## config.mk

```make
export PLATFORM = sky130hd
export DESIGN_NAME = code_store_bank_flat
export DESIGN_NICKNAME = d
export VERILOG_FILES = /design/src/rtl/code_store_bank_pkg.sv /design/src/rtl/code_store_bank_if.sv /design/src/rtl/code_scrambler.sv /design/src/rtl/code_store_bank.sv /design/src/flat_wrapper.sv
export SDC_FILE = /design/constraint.sdc
export NUM_CORES = 1
export LEC_CHECK = 0
export ABC_CLOCK_PERIOD_IN_PS = 7310
export CORE_ASPECT_RATIO = 1.1
export CORE_MARGIN = 2
export CORE_UTILIZATION = 60
export DETAILED_ROUTE_END_ITERATION = 8
export MAX_ROUTING_LAYER = met4
export PLACE_DENSITY = 0.84
export SETUP_SLACK_MARGIN = 0.2
export SYNTH_ARGS = -nofsm -noshare
export SYNTH_HDL_FRONTEND = slang
export SYNTH_HIERARCHICAL = 1
export SYNTH_SLANG_ARGS = --single-unit
```

## constraint.sdc

```tcl
create_clock -name clk -period 7.31 [get_ports clk]
set_input_delay 1.8275 -clock clk [delete_from_list [all_inputs] [get_ports clk]]
set_output_delay 1.8275 -clock clk [all_outputs]
set_load 0.02 [all_outputs]
```

## src/rtl/code_store_bank_pkg.sv

```systemverilog
// Shared definitions for the code store bank: FSM state encoding, default
// geometry and the code-width helper shared with the comparator.
package code_store_bank_pkg;

  typedef enum logic [1:0] {
    ST_IDLE    = 2'd0,
    ST_FIRST   = 2'd1,
    ST_CONFIRM = 2'd2
  } state_e;

  localparam int DEF_DIGITS  = 4;
  localparam int DEF_DIGIT_W = 4;
  localparam int DEF_SLOTS   = 4;
  localparam int DEF_SLOT_W  = 2;
  localparam int DEF_ROT     = 1;
  localparam int DEF_TIMEOUT = 1024;

  function automatic int code_width(int digits, int digit_w);
    return digits * digit_w;
  endfunction

endpackage

```

## src/rtl/code_store_bank_if.sv

```systemverilog
// Enrolment, clear and read-port signals between the keypad/comparator side
// (master) and the code store bank (slave).
interface code_store_bank_if #(
  parameter int CODE_W = code_store_bank_pkg::code_width(code_store_bank_pkg::DEF_DIGITS,
                                                         code_store_bank_pkg::DEF_DIGIT_W),
  parameter int SLOT_W = code_store_bank_pkg::DEF_SLOT_W,
  parameter int SLOTS  = code_store_bank_pkg::DEF_SLOTS
);
  logic              enroll_start;
  logic [SLOT_W-1:0] slot_sel;
  logic [CODE_W-1:0] code_in;
  logic              code_strobe;
  logic              clear_slot;
  logic [SLOT_W-1:0] rd_slot;
  logic [CODE_W-1:0] rd_code;
  logic              rd_valid;
  logic [SLOTS-1:0]  valid_mask;
  logic              busy;
  logic              done;
  logic              err_mismatch;
  logic              err_range;
  logic              err_timeout;

  modport master (
    output enroll_start, slot_sel, code_in, code_strobe, clear_slot, rd_slot,
    input  rd_code, rd_valid, valid_mask, busy, done, err_mismatch, err_range, err_timeout
  );

  modport slave (
    input  enroll_start, slot_sel, code_in, code_strobe, clear_slot, rd_slot,
    output rd_code, rd_valid, valid_mask, busy, done, err_mismatch, err_range, err_timeout
  );
endinterface

```

## src/rtl/code_scrambler.sv

```systemverilog
// Combinational plain-to-stored mapping: digit i moves to digit (i+ROT) mod DIGITS.
// Also used by the comparator to scramble candidate codes.
module code_scrambler
  import code_store_bank_pkg::*;
#(
  parameter int DIGITS  = DEF_DIGITS,
  parameter int DIGIT_W = DEF_DIGIT_W,
  parameter int ROT     = DEF_ROT
) (
  input  logic [DIGITS*DIGIT_W-1:0] code_i,
  output logic [DIGITS*DIGIT_W-1:0] code_o
);

  for (genvar i = 0; i < DIGITS; i++) begin : g_digit
    assign code_o[((i + ROT) % DIGITS)*DIGIT_W +: DIGIT_W] = code_i[i*DIGIT_W +: DIGIT_W];
  end

endmodule

```

## src/rtl/code_store_bank.sv

```systemverilog
// Bank of SLOTS scrambled code slots committed through an enrol-and-confirm FSM.
// Define ENROLL_TIMEOUT_EN to abort enrolment after TIMEOUT_CYCLES idle cycles.
module code_store_bank
  import code_store_bank_pkg::*;
#(
  parameter int DIGITS         = DEF_DIGITS,
  parameter int DIGIT_W        = DEF_DIGIT_W,
  parameter int SLOTS          = DEF_SLOTS,
  parameter int SLOT_W         = DEF_SLOT_W,
  parameter int SCRAMBLE_ROT   = DEF_ROT,
  parameter int TIMEOUT_CYCLES = DEF_TIMEOUT
) (
  input logic               clk,
  input logic               rst_n,
  code_store_bank_if.slave  bus
);

  localparam int CODE_W = code_width(DIGITS, DIGIT_W);

  if ((2 ** SLOT_W) < SLOTS || TIMEOUT_CYCLES < 1) begin : g_param_check
    $error("code_store_bank: SLOT_W too narrow for SLOTS or TIMEOUT_CYCLES < 1");
  end

  state_e            state_q, state_d;
  logic [SLOT_W-1:0] slot_q, slot_d;
  logic [CODE_W-1:0] first_q, first_d;
  logic [CODE_W-1:0] code_q [SLOTS];
  logic [SLOTS-1:0]  valid_q;
  logic [CODE_W-1:0] rd_code_q;
  logic              rd_valid_q;
  logic              done_q, done_d;
  logic              err_mm_q, err_mm_d;
  logic              err_rng_q, err_rng_d;
  logic              wr_en, clr_en;
  logic              sel_ok, rd_ok;
  logic [CODE_W-1:0] scr_code;

  assign sel_ok = (int'(bus.slot_sel) < SLOTS);
  assign rd_ok  = (int'(bus.rd_slot) < SLOTS);

  code_scrambler #(
    .DIGITS  (DIGITS),
    .DIGIT_W (DIGIT_W),
    .ROT     (SCRAMBLE_ROT)
  ) u_scrambler (
    .code_i (bus.code_in),
    .code_o (scr_code)
  );

`ifdef ENROLL_TIMEOUT_EN
  localparam int CNT_W = $clog2(TIMEOUT_CYCLES) + 1;

  logic [CNT_W-1:0] cnt_q, cnt_d;
  logic             expired;
  logic             err_to_q, err_to_d;

  assign expired = (cnt_q == CNT_W'(TIMEOUT_CYCLES - 1));

  // Restart on entry to FIRST and on every serviced strobe; idle holds zero.
  always_comb begin
    cnt_d = cnt_q + CNT_W'(1);
    if (state_q == ST_IDLE || state_d == ST_IDLE || bus.code_strobe) begin
      cnt_d = '0;
    end
  end

  always_ff @(posedge clk) begin
    if (!rst_n) begin
      cnt_q    <= '0;
      err_to_q <= 1'b0;
    end else begin
      cnt_q    <= cnt_d;
      err_to_q <= err_to_d;
    end
  end

  assign bus.err_timeout = err_to_q;
`else
  assign bus.err_timeout = 1'b0;
`endif

  always_comb begin
    state_d   = state_q;
    slot_d    = slot_q;
    first_d   = first_q;
    done_d    = 1'b0;
    err_mm_d  = 1'b0;
    err_rng_d = 1'b0;
    wr_en     = 1'b0;
    clr_en    = 1'b0;
`ifdef ENROLL_TIMEOUT_EN
    err_to_d  = 1'b0;
`endif
    unique case (state_q)
      ST_IDLE: begin
        if (bus.enroll_start) begin
          if (sel_ok) begin
            slot_d  = bus.slot_sel;
            state_d = ST_FIRST;
          end else begin
            err_rng_d = 1'b1;
          end
        end else if (bus.clear_slot) begin
          if (sel_ok) clr_en = 1'b1;
          else        err_rng_d = 1'b1;
        end
      end
      ST_FIRST: begin
        if (bus.code_strobe) begin
          first_d = bus.code_in;
          state_d = ST_CONFIRM;
        end
`ifdef ENROLL_TIMEOUT_EN
        else if (expired) begin
          err_to_d = 1'b1;
          state_d  = ST_IDLE;
        end
`endif
      end
      ST_CONFIRM: begin
        if (bus.code_strobe) begin
          state_d = ST_IDLE;
          if (bus.code_in == first_q) begin
            wr_en  = 1'b1;
            done_d = 1'b1;
          end else begin
            err_mm_d = 1'b1;
          end
        end
`ifdef ENROLL_TIMEOUT_EN
        else if (expired) begin
          err_to_d = 1'b1;
          state_d  = ST_IDLE;
        end
`endif
      end
      default: state_d = ST_IDLE;
    endcase
  end

  // Read samples pre-edge contents, so a same-edge write shows up one cycle later.
  always_ff @(posedge clk) begin
    if (!rst_n) begin
      state_q    <= ST_IDLE;
      slot_q     <= '0;
      first_q    <= '0;
      valid_q    <= '0;
      for (int i = 0; i < SLOTS; i++) code_q[i] <= '0;
      rd_code_q  <= '0;
      rd_valid_q <= 1'b0;
      done_q     <= 1'b0;
      err_mm_q   <= 1'b0;
      err_rng_q  <= 1'b0;
    end else begin
      state_q    <= state_d;
      slot_q     <= slot_d;
      first_q    <= first_d;
      rd_code_q  <= rd_ok ? code_q[bus.rd_slot] : '0;
      rd_valid_q <= rd_ok & valid_q[bus.rd_slot];
      done_q     <= done_d;
      err_mm_q   <= err_mm_d;
      err_rng_q  <= err_rng_d;
      if (wr_en) begin
        code_q[slot_q]  <= scr_code;
        valid_q[slot_q] <= 1'b1;
      end
      if (clr_en) begin
        code_q[bus.slot_sel]  <= '0;
        valid_q[bus.slot_sel] <= 1'b0;
      end
    end
  end

  assign bus.rd_code      = rd_code_q;
  assign bus.rd_valid     = rd_valid_q;
  assign bus.valid_mask   = valid_q;
  assign bus.busy         = (state_q != ST_IDLE);
  assign bus.done         = done_q;
  assign bus.err_mismatch = err_mm_q;
  assign bus.err_range    = err_rng_q;

endmodule
```

## src/flat_wrapper.sv

```systemverilog
// flat-port wrapper written by rule: the top's interface ports become plain ports
module code_store_bank_flat import code_store_bank_pkg::*;
#(
  parameter int DIGITS         = DEF_DIGITS,
  parameter int DIGIT_W        = DEF_DIGIT_W,
  parameter int SLOTS          = DEF_SLOTS,
  parameter int SLOT_W         = DEF_SLOT_W,
  parameter int SCRAMBLE_ROT   = DEF_ROT,
  parameter int TIMEOUT_CYCLES = DEF_TIMEOUT
)
  (clk, rst_n, bus_enroll_start, bus_slot_sel, bus_code_in, bus_code_strobe, bus_clear_slot, bus_rd_slot, bus_rd_code, bus_rd_valid, bus_valid_mask, bus_busy, bus_done, bus_err_mismatch, bus_err_range, bus_err_timeout);
  code_store_bank_if #(.SLOT_W(SLOT_W), .SLOTS(SLOTS)) bus_i ();
  input logic clk;
  input logic rst_n;
  input wire logic [$bits(bus_i.enroll_start)-1:0] bus_enroll_start;
  input wire logic [$bits(bus_i.slot_sel)-1:0] bus_slot_sel;
  input wire logic [$bits(bus_i.code_in)-1:0] bus_code_in;
  input wire logic [$bits(bus_i.code_strobe)-1:0] bus_code_strobe;
  input wire logic [$bits(bus_i.clear_slot)-1:0] bus_clear_slot;
  input wire logic [$bits(bus_i.rd_slot)-1:0] bus_rd_slot;
  output wire logic [$bits(bus_i.rd_code)-1:0] bus_rd_code;
  output wire logic [$bits(bus_i.rd_valid)-1:0] bus_rd_valid;
  output wire logic [$bits(bus_i.valid_mask)-1:0] bus_valid_mask;
  output wire logic [$bits(bus_i.busy)-1:0] bus_busy;
  output wire logic [$bits(bus_i.done)-1:0] bus_done;
  output wire logic [$bits(bus_i.err_mismatch)-1:0] bus_err_mismatch;
  output wire logic [$bits(bus_i.err_range)-1:0] bus_err_range;
  output wire logic [$bits(bus_i.err_timeout)-1:0] bus_err_timeout;
  assign bus_i.enroll_start = bus_enroll_start;
  assign bus_i.slot_sel = bus_slot_sel;
  assign bus_i.code_in = bus_code_in;
  assign bus_i.code_strobe = bus_code_strobe;
  assign bus_i.clear_slot = bus_clear_slot;
  assign bus_i.rd_slot = bus_rd_slot;
  assign bus_rd_code = bus_i.rd_code;
  assign bus_rd_valid = bus_i.rd_valid;
  assign bus_valid_mask = bus_i.valid_mask;
  assign bus_busy = bus_i.busy;
  assign bus_done = bus_i.done;
  assign bus_err_mismatch = bus_i.err_mismatch;
  assign bus_err_range = bus_i.err_range;
  assign bus_err_timeout = bus_i.err_timeout;
  code_store_bank #(.DIGITS(DIGITS), .DIGIT_W(DIGIT_W), .SLOTS(SLOTS), .SLOT_W(SLOT_W), .SCRAMBLE_ROT(SCRAMBLE_ROT), .TIMEOUT_CYCLES(TIMEOUT_CYCLES)) u_core (.clk(clk), .rst_n(rst_n), .bus(bus_i));
endmodule
```

==> summary.txt, run 1 <==
Tightest Pin Transition = 1060 ps
Crit path setup slack, layout = 2420 ps
Final period demand of the worst path = 4890 ps
Remaining design rule violation count = 0
Vias in the first global route = 2678
Routability-driven placement congestion ratio = 0.854
Mean instance size in the synthesized netlist = 12.8 sq um
Endpoint of the worst-slack reg-to-reg timing path = u_core/code_q[2][1]
Number of max-slew violations in the final report = 0
Count of nets after finishing = 411
VDD IR-drop max = 0.139 mV
Pre-Repair DR Iteration Count = 5
Post-placement worst setup slack = 2070 ps
Area used by multi-input combinational logic = 0.00158 sq mm
Hold path endpoint = u_core/first_q[7]
Number of sinks driven by the clock tree = 107
Count of input and output buffers = 48
Post-Route Utilization = 69.7%
Final worst path period share = 66.9%
Via count normalized by instance count = 5.68
Number of antenna violations at the first check in global routing = 0
CTS root buffer = sky130_fd_sc_hd__clkbuf_8
Worst-Skew Late Latency = 360 ps
Maximum frequency from static timing analysis = 205 MHz
Hold-fix buffers, CTS = 0
H-tree depth = 3
Placeable Area = 0.00743 sq mm
Number of filler cells placed in the layout = 537
Sequential cell area = 0.00278 sq mm
Number of cells on the worst reg-to-reg path = 5
Number of nets with antenna violations after routing = 0
Crit path launch type = input pin
Number of placed cells counting well taps = 462
Clock skew = 8.84 ps
DP HPWL = 5.52 mm
Share of the yosys chip area belonging to registers = 60.5%
Antenna cells = 0
Required time at the endpoint of the critical path = 7310 ps
Critical Setup Path Class = input pin to flop
Start point of the worst hold path = u_core/first_q[7]
Top fanout value on the critical path = 17
Relative slew slack = 29.0%
Die Outline Area = 0.00838 sq mm
Setup-failing EPs final = 0
CP arrival = 4890 ps
Area grow syn2layout = 12.7%
Synthesized instance count = 359
Site Rows = 33
Height of the die = 95.8 microns
TritonCTS clock tree = built
Maximum Capacitance Violations = 0
Cts bufs inserted = 9
Path category of the worst min-delay check = flop to flop
Number of enable-type register cells in the synthesized netlist = 64
Ratio of total power to cell area = 217 mW/mm^2
Worst Setup End Kind = flop
Final hold violations = 0
Unrepaired setup endpoints after global routing = false
Maximum number of pins on one net before global-route repair = 26
FF-to-FF Start = u_core/first_q[3]
Finished Layout Cells = 478
Primary FF master, synth = sky130_fd_sc_hd__edfxtp_1
Aggregate global-route resource usage = 22.0%
Worst hold stages = 2
Status = completed
Leakage power of the design = 1.84 nW
Starting DRT DRC Count = 187
Cell types with the largest area share after synthesis = sky130_fd_sc_hd__edfxtp_1 (42%), sky130_fd_sc_hd__dfxtp_1 (19%), sky130_fd_sc_hd__and2_1 (11%)
Ys async rst share = 0%
Clock Pin Slew Worst Setup and Hold Paths = 90 ps
Layout cell share with drive strength beyond 1 = 10.5%
Synthesis Warnings = 6
Tightest hold margin = 471 ps
Aggregate routed wire length = 8.26 mm
Cell type contributing the most total cell area after synthesis = sky130_fd_sc_hd__edfxtp_1
DR WL/cell = 17.3 microns
Area fraction of the dominant cell type after synthesis = 41.8%
Io pins = 51
Number of buffers on the longest clock path = 2
Total negative slack for setup checks = 0 ps
Post-CTS setup buffer count = 0
Congestion Overflow GR = 0
Yosys reg bits = 107
Starting utilization of the core area = 61.9%
Wire length of the first global-routing pass = 13.2 mm
Netlist area before placement = 0.00460 sq mm
DIE WIDTH = 87.5 microns
Number of vias after detailed routing = 2715
Number of different library cells in the post-synthesis netlist = 34
Setup slack of the most critical reg-to-reg path = 4080 ps
Number of resized instances in the post-cts repair step = 0
## cells by family after synthesis
logic type | after synthesis | share of synthesized area, %
other cells | 1 | 0.0816
xor+xnor | 16 | 3.05
flops | 107 | 60.5
simple gates | 144 | 18.4
compound gates | 32 | 4.14
buf+inv | 41 | 5.31
mux | 18 | 8.54
## critical path: stages
cell	delay, ps
sky130_fd_sc_hd__clkdlybuf4s50_1	500
sky130_fd_sc_hd__xnor2_1	260
sky130_fd_sc_hd__nand4_1	140
sky130_fd_sc_hd__nor4_2	770
sky130_fd_sc_hd__nor4b_4	760
sky130_fd_sc_hd__a211o_1	620
## area by class of cell
type | instances | share of cell area (%)
clock inverter | 7 | 1.30
clock buffer | 9 | 2.39
timing repair buffer | 50 | 9.56
multi-input combinational | 212 | 30.5
tap | 87 | 2.10
inverter | 6 | 0.434
sequential | 107 | 53.7
## worst max-delay path by stage
stage                          startpoint                   end  cells past startpoint
after floorplan           bus_code_in[10]   u_core/code_q[3][0]                      6
after global placement    bus_code_in[15]   u_core/code_q[2][7]                      6
after detailed placement  bus_code_in[15]   u_core/code_q[2][7]                      6
after CTS                 bus_code_in[15]   u_core/code_q[2][8]                      6
after global routing      bus_code_in[10]  u_core/code_q[2][13]                      6
final                      bus_code_in[3]   u_core/code_q[2][1]                      6
## stage by stage
stage / cell area, sq um / power [W]
global route: 5180 / 0.00116
CTS: 5180 / 0.00113
floorplan: 4600 / 0.000751
global placement: 4990 / 0.000786
finish: 5180 / 0.00112
detailed placement: 4990 / 0.000790
## power by group
part	leakage, nW	switching, W	internal (W)	total [W]
combinational	0.734	0.0000546	0.0000486	0.000103
sequential	1.01	0.0000102	0.000662	0.000673
clock	0.0931	0.000191	0.000157	0.000348
## registers in the layout, indices dropped and copies added (netlist names)
signal	cells
u_core/code_q	64
u_core/bus.err_mismatch	1
u_core/slot_q	2
u_core/bus.rd_valid	1
u_core/bus.done	1
u_core/first_q	16
u_core/bus.rd_code	16
u_core/state_q	2
u_core/bus.valid_mask	4
## layer usage
| metal | GRT usage (%) | vias to the layer above | part of all wire [%] |
|---|---|---|---|
| met5 | - | - | 0 |
| met4 | 9.36 | 0 | 1.7 |
| met3 | 4.80 | 11 | 5.7 |
| met2 | 36.1 | 110 | 52 |
| met1 | 26.5 | 1308 | 41 |
| li1 | - | 1286 | - |
## placed cells by master (no fill, tap or decap), drive strengths merged, types with 2 or more instances in the layout
cell and count:
conb 2, a31oi 2, nor4b 2, clkbuf 9, nand3 2, xnor2 16, mux4 17, nand2 36
clkinv 3, inv 7, buf 2, a21oi 20, clkdlybuf4s50 48, dfxtp 43, a211oi 3, a41oi 3
nor2 7, and3b 2, nand4 4, nor3 2, clkinvlp 2, and2 81, edfxtp 64, nand3b 3
## synthesized netlist by cell type, drive strengths merged, types with 2 or more instances
library cell / count
nor4b: 2
dfxtp: 43
clkbuf: 8
edfxtp: 64
a21oi: 20
nand3: 2
buf: 27
a211oi: 3
a41oi: 3
nand3b: 3
inv: 6
and3b: 2
nor3: 2
nand4: 4
and2: 81
nand2: 36
nor2: 7
mux4: 17
xnor2: 16
a31oi: 2
Power figures use the tool's default switching activity.
==> run 2, diff against run 1 <==
ABC_CLOCK_PERIOD_IN_PS = 5100   (was 7310)
CORE_UTILIZATION = 56   (was 60)
PLACE_DENSITY = 0.79   (was 0.84)
clock period = 5.1 ns   (was 7.31 ns; I/O delays follow)
==> summary.txt, run 2 (synthesis results as in run 1) <==
Status = completed
Worst-Skew Late Latency = 350 ps
Height of the die = 99.0 microns
Register ranked first by flip-flop count = u_core/code_q
Most frequent standard cell in the layout excluding fill and tap cells = sky130_fd_sc_hd__and2_1
Starting utilization of the core area = 57.8%
Cell mode on critical path = sky130_fd_sc_hd__buf_4
Number of antenna violations at the first check in global routing = 0
Count of nets after finishing = 418
Remaining design rule violation count = 0
Antenna cells = 0
Number of flip-flops under the largest register name = 64
Aggregate global-route resource usage = 21.0%
Vias in the first global route = 2776
Tightest hold margin = 476 ps
Most used cells in the layout excluding fill and tap cells = sky130_fd_sc_hd__and2_1 (81), sky130_fd_sc_hd__edfxtp_1 (64), sky130_fd_sc_hd__clkdlybuf4s50_1 (48), sky130_fd_sc_hd__dfxtp_1 (43), sky130_fd_sc_hd__nand2_1 (36)
Final hold violations = 0
Critical Setup Path Class = input pin to flop
Required time at the endpoint of the critical path = 5090 ps
Tightest Pin Transition = 856 ps
CP arrival = 3700 ps
Number of filler cells placed in the layout = 595
Relative slew slack = 42.8%
Number of nets with antenna violations after routing = 0
Hold-fix buffers, CTS = 0
Number of resized instances in the post-cts repair step = 0
Combinational Power Share = 9.5%
Cts bufs inserted = 9
Count of input and output buffers = 48
Routability-driven placement congestion ratio = 0.818
Total negative slack for setup checks = 0 ps
Clock Pin Slew Worst Setup and Hold Paths = 90 ps
Final worst path period share = 72.7%
Congestion Overflow GR = 0
Switching share of total power = 23.0%
Critical-path cell with the highest stage delay = sky130_fd_sc_hd__clkdlybuf4s50_1
Switching pwr = 0.000363 W
Flop pwr share = 61.2%
Crit path launch type = input pin
Maximum Capacitance Violations = 0
Area grow syn2layout = 14.0%
Final period demand of the worst path = 3710 ps
DP HPWL = 5.74 mm
DR WL/cell = 16.8 microns
Longest individual stage delay on the worst path = 630 ps
Path category of the worst min-delay check = flop to flop
Number of max-slew violations in the final report = 0
Aggregate routed wire length = 8.49 mm
VDD IR-drop max = 0.198 mV
Starting DRT DRC Count = 162
Unrepaired setup endpoints after global routing = false
Ratio of total power to cell area = 300 mW/mm^2
Clock skew = 6.34 ps
TritonCTS clock tree = built
CP Cell Sequence = clkdlybuf4s50_1 -> xnor2_1 -> nand4_1 -> nor4_2 -> buf_4 -> nor4b_4 -> buf_4 -> a211o_1
Top fanout value on the critical path = 17
DIE WIDTH = 90.4 microns
Number of vias after detailed routing = 2731
Maximum frequency from static timing analysis = 270 MHz
Placeable Area = 0.00796 sq mm
Setup-failing EPs final = 0
CTS root buffer = sky130_fd_sc_hd__clkbuf_8
Post-CTS setup buffer count = 0
Number of buffers on the longest clock path = 2
H-tree depth = 3
Pre-Repair DR Iteration Count = 4
Power Internal = 0.00121 W
Site Rows = 34
Die Outline Area = 0.00895 sq mm
Layout cell share with drive strength beyond 1 = 11.3%
Clock power frac = 29.2%
Io pins = 51
Via count normalized by instance count = 5.40
Leakage power of the design = 1.87 nW
Worst Setup End Kind = flop
Number of sinks driven by the clock tree = 107
Maximum number of pins on one net before global-route repair = 26
Wire length of the first global-routing pass = 13.8 mm
-- run 2: cell types whose count changed in the layout (fill, tap and decap cells not counted) --
cell,previous run,this run
sky130_fd_sc_hd__buf_4,2,9
sky130_fd_sc_hd__clkinv_2,2,0
sky130_fd_sc_hd__a21boi_1,0,1
sky130_fd_sc_hd__a21boi_2,1,0
sky130_fd_sc_hd__bufinv_16,1,0
sky130_fd_sc_hd__clkbuf_8,9,10
sky130_fd_sc_hd__clkinv_1,1,2
sky130_fd_sc_hd__clkinv_4,0,1
sky130_fd_sc_hd__o21ai_1,0,1
sky130_fd_sc_hd__o21ai_2,1,0
-- run 2: layout make-up --
type	instances	area (sq um)	share of cell area [%]
timing repair buffer	57	548	10.5
inverter	6	22.5	0.430
clock buffer	10	138	2.63
multi-input combinational	212	1580	30.1
tap	108	135	2.58
clock inverter	6	40.0	0.764
sequential	107	2780	53.1
-- run 2: path summary, 6_finish.rpt --
| kind | startpoint | endpoint | slack (ps) | depth (start not counted) |
|---|---|---|---|---|
| worst max-delay path | bus_code_in[9] | u_core/code_q[2][7] | 1390 | 8 |
| worst min-delay path | u_core/first_q[15] | u_core/first_q[15] | 480 | 2 |
| worst max register to register | u_core/first_q[15] | u_core/code_q[2][7] | 2570 | 7 |
| worst min register to register | u_core/first_q[15] | u_core/first_q[15] | 480 | 2 |
-- run 2: power by group through the flow --
stage               combinational [W]  sequential, W  clock [W]
floorplan                   0.0000872       0.000989          0
global placement             0.000149       0.000981          0
detailed placement           0.000151       0.000984          0
CTS                          0.000152       0.000964   0.000471
global route                 0.000163       0.000968   0.000504
finish                       0.000150       0.000964   0.000460
-- run 2: stage by stage --
stage	instances	power, W	worst slack, ps	util [%]	area (sq um)
after detailed placement	490	0.00114	1020	63.7	5060
after CTS	506	0.00159	1410	65.9	5240
after floorplan	360	0.00108	1350	-	4600
final	506	0.00157	1390	65.9	5240
after global routing	506	0.00163	1180	65.9	5240
after global placement	490	0.00113	1110	63.7	5060
-- run 2: metal layers --
layer	up-vias	global-route usage [%]	wire length, microns
li1	1299	-	-
met1	1342	24.9	3330
met2	79	36.4	4620
met3	11	2.68	408
met4	0	8.99	132
met5	-	-	0
-- run 2: worst max-delay path: cells and delay by family --
family / cells / cell delay, ps
buf+inv: 3 / 1080
compound gates: 1 / 560
simple gates: 3 / 600
xor+xnor: 1 / 160
==> run 3, diff against run 2 <==
ABC_CLOCK_PERIOD_IN_PS = 3240   (was 5100)
CORE_UTILIZATION = 50   (was 56)
PLACE_DENSITY = 0.75   (was 0.79)
clock period = 3.24 ns   (was 5.1 ns; I/O delays follow)
==> summary.txt, run 3 (synthesis results as in run 1) <==
Status = completed
Starting DRT DRC Count = 219
Clock power frac = 32.3%
Remaining design rule violation count = 0
Maximum Capacitance Violations = 0
Number of sinks driven by the clock tree = 107
Crit path setup slack, layout = 538 ps
Final worst path period share = 83.4%
Required time at the endpoint of the critical path = 3320 ps
Flop pwr share = 58.1%
Depth of the critical timing path with buffers and inverters included = 8
Starting utilization of the core area = 51.6%
Number of nets with antenna violations after routing = 0
Crit-path leading delay family = buffers and inverters
Most used cells in the layout excluding fill and tap cells = sky130_fd_sc_hd__and2_1 (81), sky130_fd_sc_hd__edfxtp_1 (64), sky130_fd_sc_hd__clkdlybuf4s50_1 (48), sky130_fd_sc_hd__dfxtp_1 (43), sky130_fd_sc_hd__nand2_1 (36)
VDD IR-drop max = 0.309 mV
Path category of the worst min-delay check = flop to flop
Clock skew = 9.47 ps
Longest individual stage delay on the worst path = 590 ps
Switching pwr = 0.000606 W
Power Internal = 0.00200 W
Aggregate routed wire length = 8.69 mm
Clock Pin Slew Worst Setup and Hold Paths = 100 ps
Vias in the first global route = 2689
Switching share of total power = 23.2%
DR WL/cell = 16.7 microns
DIE WIDTH = 95.4 microns
CP arrival = 2780 ps
Endpoint of the worst-slack reg-to-reg timing path = u_core/code_q[2][9]
Number of resized instances in the post-cts repair step = 0
Height of the die = 105 microns
Number of vias after detailed routing = 2743
CTS root buffer = sky130_fd_sc_hd__clkbuf_8
Area grow syn2layout = 16.8%
Maximum number of pins on one net before global-route repair = 25
Launch point of the worst path = bus_code_in[8]
Leakage power of the design = 1.94 nW
DP HPWL = 5.95 mm
Setup slack of the most critical reg-to-reg path = 1230 ps
Worst Path Buf+Inv = 3
Via count normalized by instance count = 5.26
Worst-Skew Late Latency = 360 ps
Critical path destination = u_core/code_q[2][9]
Die Outline Area = 0.00998 sq mm
Maximum frequency from static timing analysis = 370 MHz
Register ranked first by flip-flop count = u_core/code_q
Most frequent standard cell in the layout excluding fill and tap cells = sky130_fd_sc_hd__and2_1
Final hold violations = 0
Number of flip-flops under the largest register name = 64
Number of buffers on the longest clock path = 2
H-tree depth = 3
CP Cell Sequence = clkdlybuf4s50_1 -> xnor2_1 -> nand4_1 -> nor4_2 -> buf_4 -> nor4b_4 -> a211o_1 -> buf_12
Count of nets after finishing = 427
Final non-filler cell area = 0.00537 sq mm
Setup-failing EPs final = 0
Number of antenna violations at the first check in global routing = 0
Post-CTS setup buffer count = 0
Congestion Overflow GR = 0
Placeable Area = 0.00892 sq mm
Total negative slack for setup checks = 0 ps
Pre-Repair DR Iteration Count = 4
Hold-fix buffers, CTS = 0
TritonCTS clock tree = built
FF-to-FF Start = u_core/first_q[8]
Critical Setup Path Class = input pin to flop
Critical-path cell with the highest stage delay = sky130_fd_sc_hd__clkdlybuf4s50_1
Cts bufs inserted = 9
Layout cell share with drive strength beyond 1 = 13.8%
Start point of the worst hold path = u_core/first_q[1]
Number of max-slew violations in the final report = 0
Routability-driven placement congestion ratio = 0.845
Count of input and output buffers = 48
Unrepaired setup endpoints after global routing = false
Site Rows = 36
Io pins = 51
Wire length of the first global-routing pass = 14.1 mm
Crit path launch type = input pin
Relative slew slack = 54.8%
Worst Setup End Kind = flop
Tightest Pin Transition = 675 ps
Antenna cells = 0
Aggregate global-route resource usage = 19.5%
Combinational Power Share = 9.6%
Post-place instance area = 0.00516 sq mm
Post-placement worst setup slack = 153 ps
Top fanout value on the critical path = 16
Ratio of total power to cell area = 486 mW/mm^2
Final period demand of the worst path = 2700 ps
Number of cells on the worst reg-to-reg path = 7
-- run 3: cell types whose count changed in the layout (fill, tap and decap cells not counted) --
cell	previous run	this run
sky130_fd_sc_hd__inv_8	0	1
sky130_fd_sc_hd__clkinv_1	2	0
sky130_fd_sc_hd__clkinv_2	0	1
sky130_fd_sc_hd__clkinvlp_4	2	1
sky130_fd_sc_hd__buf_4	9	16
sky130_fd_sc_hd__buf_12	0	2
sky130_fd_sc_hd__bufinv_16	0	1
-- run 3: routing by layer --
metal / wire [microns] / share of wire (%) / vias to the layer above / GRT usage [%]
li1: - / - / 1319 / -
met1: 3640 / 42 / 1342 / 26.9
met2: 4530 / 52 / 74 / 29.6
met3: 452 / 5.2 / 8 / 2.88
met4: 61 / 0.70 / 0 / 7.24
met5: 0 / 0 / - / -
-- run 3: through the flow --
step	util, %	instances	power, W	hold WS (ps)
after floorplan	-	360	0.00169	449
after CTS	60.2	521	0.00264	474
after global routing	60.2	521	0.00271	491
final	60.2	521	0.00261	474
after detailed placement	57.9	505	0.00180	460
after global placement	57.9	505	0.00179	454
-- run 3: power groups by stage --
| stage | Combinational [W] | Clock [W] | Sequential, W |
|---|---|---|---|
| 2_1_floorplan | 0.000137 | 0 | 0.00156 |
| 5_1_grt | 0.000271 | 0.000920 | 0.00152 |
| 4_1_cts | 0.000254 | 0.000868 | 0.00152 |
| 3_5_place_dp | 0.000253 | 0 | 0.00155 |
| 3_3_place_gp | 0.000249 | 0 | 0.00154 |
| 6_report | 0.000250 | 0.000843 | 0.00152 |
-- run 3: cell type report --
type                       instances  area (sq um)
multi-input combinational        212          1580
clock buffer                      10           138
inverter                           6          22.5
fill                             698          3550
tap                              114           143
timing repair buffer              66           641
sequential                       107          2780
clock inverter                     6          71.3
-- run 3: worst min-delay path by stage --
stage	endpoint	slack (ps)	cells past startpoint
after floorplan	u_core/first_q[0]	450	2
after global placement	u_core/first_q[5]	450	2
after detailed placement	u_core/first_q[14]	460	2
after CTS	u_core/first_q[14]	470	2
after global routing	u_core/first_q[1]	490	2
final	u_core/first_q[1]	470	2
-- run 3: tightest hold or removal path: stages, from the launching register on --
cell and delay [ps]:
sky130_fd_sc_hd__dfxtp_1 330, sky130_fd_sc_hd__nand2_1 50, sky130_fd_sc_hd__a21oi_1 50
